--- src/rtl/pll_reset_seq.sv ---
// PLL reset sequencer: pulses the PLL reset until lock, then releases the design reset after a stable-lock window.
// Optional lock-loss counter enabled by defining PLL_RESET_SEQ_LOSS_COUNT_EN.
module pll_reset_seq #(
  parameter int unsigned SYNC_STAGES    = 2,
  parameter int unsigned STABLE_CYCLES  = 1024,
  parameter int unsigned TIMEOUT_CYCLES = 65536,
  parameter int unsigned PLL_RST_CYCLES = 16,
  parameter int unsigned CNT_W          = 8
) (
  input  logic             clkin_25MHz,
  input  logic             rst,
  input  logic             locked,
  output logic             pll_rst,
  output logic             sys_rst,
  output logic             ready,
  output logic [CNT_W-1:0] loss_count
);

  localparam int unsigned MAX_A   = (STABLE_CYCLES > TIMEOUT_CYCLES) ? STABLE_CYCLES : TIMEOUT_CYCLES;
  localparam int unsigned MAX_CYC = (MAX_A > PLL_RST_CYCLES) ? MAX_A : PLL_RST_CYCLES;
  localparam int unsigned CW      = (MAX_CYC > 1) ? $clog2(MAX_CYC) : 1;

  localparam logic [CW-1:0] C_PRST_LAST   = CW'(PLL_RST_CYCLES - 1);
  localparam logic [CW-1:0] C_TO_LAST     = CW'(TIMEOUT_CYCLES - 1);
  localparam logic [CW-1:0] C_STABLE_LAST = CW'(STABLE_CYCLES - 1);

  typedef enum logic [1:0] {
    S_PLL_RST   = 2'd0,
    S_WAIT_LOCK = 2'd1,
    S_STABLE    = 2'd2,
    S_RUN       = 2'd3
  } state_t;

  state_t                 r_state;
  state_t                 w_state_nxt;
  logic [CW-1:0]          r_cnt;
  logic [CW-1:0]          w_cnt_nxt;
  logic [SYNC_STAGES-1:0] r_sync;
  logic                   w_lock_s;
  logic                   r_pll_rst;
  logic                   r_sys_rst;
  logic                   r_ready;
  logic                   w_pll_rst_nxt;
  logic                   w_sys_rst_nxt;
  logic                   w_ready_nxt;

  assign w_lock_s = r_sync[SYNC_STAGES-1];

  // State, shared counter, lock synchronizer and registered outputs
  always_ff @(posedge clkin_25MHz or posedge rst) begin
    if (rst) begin
      r_state   <= S_PLL_RST;
      r_cnt     <= '0;
      r_sync    <= '0;
      r_pll_rst <= 1'b1;
      r_sys_rst <= 1'b1;
      r_ready   <= 1'b0;
    end else begin
      r_state   <= w_state_nxt;
      r_cnt     <= w_cnt_nxt;
      r_sync    <= {r_sync[SYNC_STAGES-2:0], locked};
      r_pll_rst <= w_pll_rst_nxt;
      r_sys_rst <= w_sys_rst_nxt;
      r_ready   <= w_ready_nxt;
    end
  end

  // Next state; outputs follow the state being entered so they change on the transition edge
  always_comb begin
    w_state_nxt = r_state;
    w_cnt_nxt   = r_cnt + CW'(1);
    case (r_state)
      S_PLL_RST: begin
        if (r_cnt == C_PRST_LAST) w_state_nxt = S_WAIT_LOCK;
      end
      S_WAIT_LOCK: begin
        if (w_lock_s)                w_state_nxt = S_STABLE;
        else if (r_cnt == C_TO_LAST) w_state_nxt = S_PLL_RST;
      end
      S_STABLE: begin
        if (!w_lock_s)                   w_state_nxt = S_WAIT_LOCK;
        else if (r_cnt == C_STABLE_LAST) w_state_nxt = S_RUN;
      end
      S_RUN: begin
        w_cnt_nxt = '0;
        if (!w_lock_s) w_state_nxt = S_WAIT_LOCK;
      end
      default: w_state_nxt = S_PLL_RST;
    endcase
    if (w_state_nxt != r_state) w_cnt_nxt = '0;
    w_pll_rst_nxt = (w_state_nxt == S_PLL_RST);
    w_sys_rst_nxt = (w_state_nxt != S_RUN);
    w_ready_nxt   = (w_state_nxt == S_RUN);
  end

  assign pll_rst = r_pll_rst;
  assign sys_rst = r_sys_rst;
  assign ready   = r_ready;

`ifdef PLL_RESET_SEQ_LOSS_COUNT_EN
  logic [CNT_W-1:0] r_loss_cnt;
  logic             w_loss_evt;

  assign w_loss_evt = (r_state == S_RUN) && !w_lock_s;

  // Saturating count of RUN -> WAIT_LOCK transitions
  always_ff @(posedge clkin_25MHz or posedge rst) begin
    if (rst) begin
      r_loss_cnt <= '0;
    end else if (w_loss_evt && (r_loss_cnt != {CNT_W{1'b1}})) begin
      r_loss_cnt <= r_loss_cnt + CNT_W'(1);
    end
  end

  assign loss_count = r_loss_cnt;
`else
  assign loss_count = '0;
`endif

endmodule

--- config.mk ---
export PLATFORM = sky130hd
export DESIGN_NAME = pll_reset_seq
export DESIGN_NICKNAME = d
export VERILOG_FILES = /design/src/rtl/pll_reset_seq.sv
export SDC_FILE = /design/constraint.sdc
export NUM_CORES = 1
export LEC_CHECK = 0
export CORE_MARGIN = 2
export CORE_UTILIZATION = 30
export CTS_CLUSTER_SIZE = 25
export DETAILED_ROUTE_END_ITERATION = 8
export HOLD_SLACK_MARGIN = 0.06
export PLACE_DENSITY = 0.53
export SLEW_MARGIN = 20
export SYNTH_ARGS = -nofsm -noshare
export SYNTH_HDL_FRONTEND = slang
export SYNTH_SLANG_ARGS = --single-unit
--- constraint.sdc ---
create_clock -name clkin_25MHz -period 4.1 [get_ports clkin_25MHz]
set_input_delay 1.025 -clock clkin_25MHz [delete_from_list [all_inputs] [get_ports clkin_25MHz]]
set_output_delay 1.025 -clock clkin_25MHz [all_outputs]
set_load 0.01 [all_outputs]
### Word level (Yosys, flattened, before mapping)

Cells that the tools add are included.

* mux-type cells: 9
* reductions and logical operators: 2
* add/subtract/negate cells: 1
* equal/unequal tests: 9

Operators by type and width (number)
* $mux 16: 2
* $add 16x1->16 const B: 1
* $eq 16x10->1 const B: 1
* $eq 16x16->1 const B: 1
* $eq 16x4->1 const B: 1
* $mux 2: 6
* $pmux 2 s4: 1
* $eq 2x2->1 const B: 3
* $logic_not 2->1: 2
* $eq 2x1->1 const B: 1
* $ne 2x2->1: 1
* $ne 2x2->1 const B: 1

* word-level logic and storage cells: 27
* bits of input ports: 3
* flip-flop bits (word level): 23
* output and inout port bits: 11

### Longest topological paths before layout

* word-level depth: 6
* gate-level depth with buffers: 6
* gate-level depth less buffers: 6

### Least setup slack after synthesis

OpenSTA, ideal clock, no wires.

* path kind: register to register
* start point: register r_cnt[13]
* end point: register r_cnt[7]
* clock period less this slack: 1714 ps
* path buffers: 0
* required time: 3969 ps
* arrival: 1583 ps
* cell stages (with the launch flop): 6
* path slack: 2386 ps
* library setup time: 131 ps
* path through: dfrtp_1 or4_1 nor3_2 nand4_1 a31oi_4 nor3_1

* longest elaborated chain between the ends: 6
* elaborated cells on any way between the ends: 11
* classes of those cells: eq/ne: 4; mux: 7

RTL lines
* start: declaration: RTL line 36 `logic [CW-1:0] r_cnt;`
* start signal: assignment: RTL line 60 `r_cnt <= w_cnt_nxt;`
* $eq 16x10->1 or $eq 16x16->1 (tied branches): RTL line 82, 78
* $mux 2 (on tied branches): RTL line 82, 78
* $mux 2 (on tied branches): RTL line 81, 77
* $pmux 2 s4 (*): RTL line 72 `case (r_state)`
* $ne 2x2->1 (*): RTL line 90 `if (w_state_nxt != r_state) w_cnt_nxt = '0;`
* $mux 16 (*): RTL line 90
* named net w_cnt_nxt[7]: RTL line 37 `logic [CW-1:0] w_cnt_nxt;`

The timed path passes the listed nets; every way through them passes the cells marked *.

### Final worst setup path

* start point: register r_pll_rst, in the netlist pll_rst
* end point: output pll_rst

RTL lines
* start: declaration: RTL line 40 `logic r_pll_rst;`
* start signal: assignment: RTL line 62 `r_pll_rst <= w_pll_rst_nxt;`
* end: declaration: RTL line 13 `output logic pll_rst,`

No word-level cell between the ends.

==> flow_metrics.py <==
metrics = {
    "detailed_routing": {
        "drt_iter0_drc": 30,
        "drc": 0,
        "num_vias": 751,
        "routedWlPerCell_um": 11.0,
        "ant_nets": 0,
        "drt_wl_total_mm": 1.83,
        "viasPerCell": 4.52,
        "first_pass_iters": 2,
    },
    "clock_tree": {
        "cts.clk_slew.worst_paths_ns": 0.08,
        "numCtsBuffers": 3,
        "cts_root_buf": "clkbuf_8",
        "worstSkewPairLatency_ns": 0.26,
        "clock-sinks": 23,
        "cts_resized": 0,
        "holdBufCountCts": 0,
        "htreeDepth": 1,
        "clk_path_buf_depth": 2,
        "cts_tree": "done",
        "cts_setup_buffers": 0,
    },
    "synthesis": {
        "ys_ff_latch": 23,
        "synth-edff-count": 0,
        "yosysWarnings": 0,
        "syn_area_um2": 1110,
        "synth_area_per_cell_um2": 10.1,
        "async_flop_share_pct": 100,
        "ys_seq_area_share_pct": 52.1,
        "synthCells": 110,
        "synthDistinctLibCells": 29,
        "synth_ff_type": "dfrtp_1",
    },
    "grt": {
        "antenna_found_initial": 0,
        "grt_pass1_vias": 757,
        "grt_overflow_total": 0,
        "grtUsageTotal_pct": 10.2,
        "grt_pass1_wl_mm": 3.34,
        "grt_max_degree": 24,
    },
    "placement": {
        "dpl.hpwl_mm": 1.34,
        "portBuffers": 5,
        "placed_cells": 162,
        "gp_congestion": 0.722,
        "pre_cts_slack_ns": 1.95,
    },
    "floorplanning": {
        "num_io_pins": 14,
        "rows": 22,
        "dieArea_um2": 4200,
        "core_area_um2": 3610,
        "die_width_um": 64.8,
        "start_util_pct": 30.8,
        "die_y_um": 64.8,
    },
    "sta": {
        "maxSlewViolCount": 0,
        "period_needed_ns": 2.33,
        "worst_pin_slew_ns": 0.877,
        "hold_slack_ns": 0.346,
        "hold_viol_final": 0,
        "rsz0062_at_grt": "false",
        "maxSlewHeadroom_pct": 41.5,
        "finalSetupViolations": 0,
        "fmax_ghz": 0.429,
        "period_share_pct": 56.9,
        "fin_tns_setup_ns": 0,
        "worst_slack_ns": 1.77,
        "clock_skew_ns": 0.00507,
    },
    "power_and_ir_drop": {
        "max-vdd-ir-drop_uv": 239,
        "p_leak_nw": 0.548,
        "power_density_nw_per_um2": 464,
        "total_power_mw": 0.572,
    },
    "min_path": {
        "hold_path_depth": 0,
        "hold_path_class": "flip-flop to flip-flop",
        "hp-start": "r_sync[0]",
        "whs_endpoint": "r_sync[1]",
    },
    "critical_path": {
        "crit_path_max_fanout": 1,
        "crit_arrival_ns": 1.31,
        "crit_slowest_cell": "dfstp_2",
        "reg2reg_depth": 6,
        "rrSetupSlack_ns": 2.11,
        "crit_required_ns": 3.07,
        "start_kind": "flip-flop",
        "crit_path_end_kind": "primary output",
        "max_stage_delay_ns": 0.52,
        "cp_num_buf_inv": 1,
        "r2r-end": "r_cnt[8]",
        "crit_chain": "clkdlybuf4s50_1",
        "crit_type": "flip-flop to primary output",
        "r2r_start": "r_cnt[0]",
        "path_delay_family": "flip-flops",
    },
    "finish": {
        "drive_gt1_share_pct": 7.63,
        "syn_to_final_growth_pct": 11.0,
        "finalNonFillerCells": 166,
        "layout.nets": 123,
        "insertedDiodeCount": 0,
    },
    "outcome": {
        "outcome": "finished clean",
    },
    "flow_run": {
        "max-cap-violations": 0,
    },
}
==> worst max-delay path by stage <==
stage,start,to,cells after the start
finish,pll_rst,pll_rst,1
detailed placement,rst,r_cnt[11],2
global route,pll_rst,pll_rst,1
floorplan,r_cnt[13],r_cnt[7],5
global placement,rst,r_cnt[10],2
CTS,pll_rst,pll_rst,1
==> routing by layer <==
metal | GRT usage (%) | share of wire, % | vias up
met3 | 3.82 | 4.4 | 2
met5 | 0 | 0 | -
met1 | 13.2 | 50 | 360
met2 | 16.6 | 45 | 14
met4 | 1.60 | 0.38 | 0
li1 | - | - | 375
==> Yosys cell counts, drive strengths merged, types with 2 or more instances <==
cell	number	area (µm²)
nand2b	2	12.5
nand4	5	31.3
xor2	5	43.8
nor4	2	12.5
nand3	6	30.0
inv	3	11.3
dfstp	2	52.6
nand2	8	30.0
dfrtp	21	526
a31oi	2	27.5
nor2b	2	12.5
buf	8	60.1
xnor2	7	61.3
nor2	21	78.8
nor3	4	25.0
==> metrics by stage <==
| stage | utilization [%] | area, µm² |
|---|---|---|
| 4_1_cts | 34.2 | 1230 |
| 5_1_grt | 34.2 | 1230 |
| 3_5_place_dp | 32.9 | 1190 |
| 6_report | 34.2 | 1230 |
| 2_1_floorplan | - | 1140 |
| 3_3_place_gp | 32.9 | 1190 |
==> area by class of cell <==
type | instances | area (µm²)
Clock inverter | 1 | 5.00
Tap cell | 48 | 60.1
Inverter | 3 | 11.3
Fill cell | 378 | 2370
Timing Repair Buffer | 5 | 50.0
Multi-Input combinational cell | 83 | 487
Sequential cell | 23 | 578
Clock buffer | 3 | 41.3
==> registers in the layout, summed over array words and instances, names as in the netlist <==
name and count:
sys_rst 1, r_state 2, pll_rst 1, r_cnt 16, ready 1, r_sync 2
==> power by group <==
group	internal, mW	total, mW	switching, mW
Clock	0.0678	0.139	0.0712
Sequential	0.263	0.301	0.0381
Combinational	0.0604	0.132	0.0717
Total	0.391	0.572	0.181
==> cells by family after synthesis <==
family	count (synthesis)	synth area share, %
buf+inv	11	6.43
xor+xnor	12	9.47
simple gates	54	23.6
flops	23	52.1
compound gates	8	6.99
fa+ha+maj	1	1.13
other cells	1	0.338
==> layout by cell type (no fill, tap or decap), types with 3 or more instances in the layout <==
cell type and instances:
clkbuf_8 3, clkdlybuf4s50_1 5, conb_1 8, dfrtp_1 21
inv_1 3, nand2_1 8, nand3_1 6, nand4_1 5
nor2_1 21, nor3_1 3, xnor2_1 7, xor2_1 5
Power figures use the tool's default switching activity.
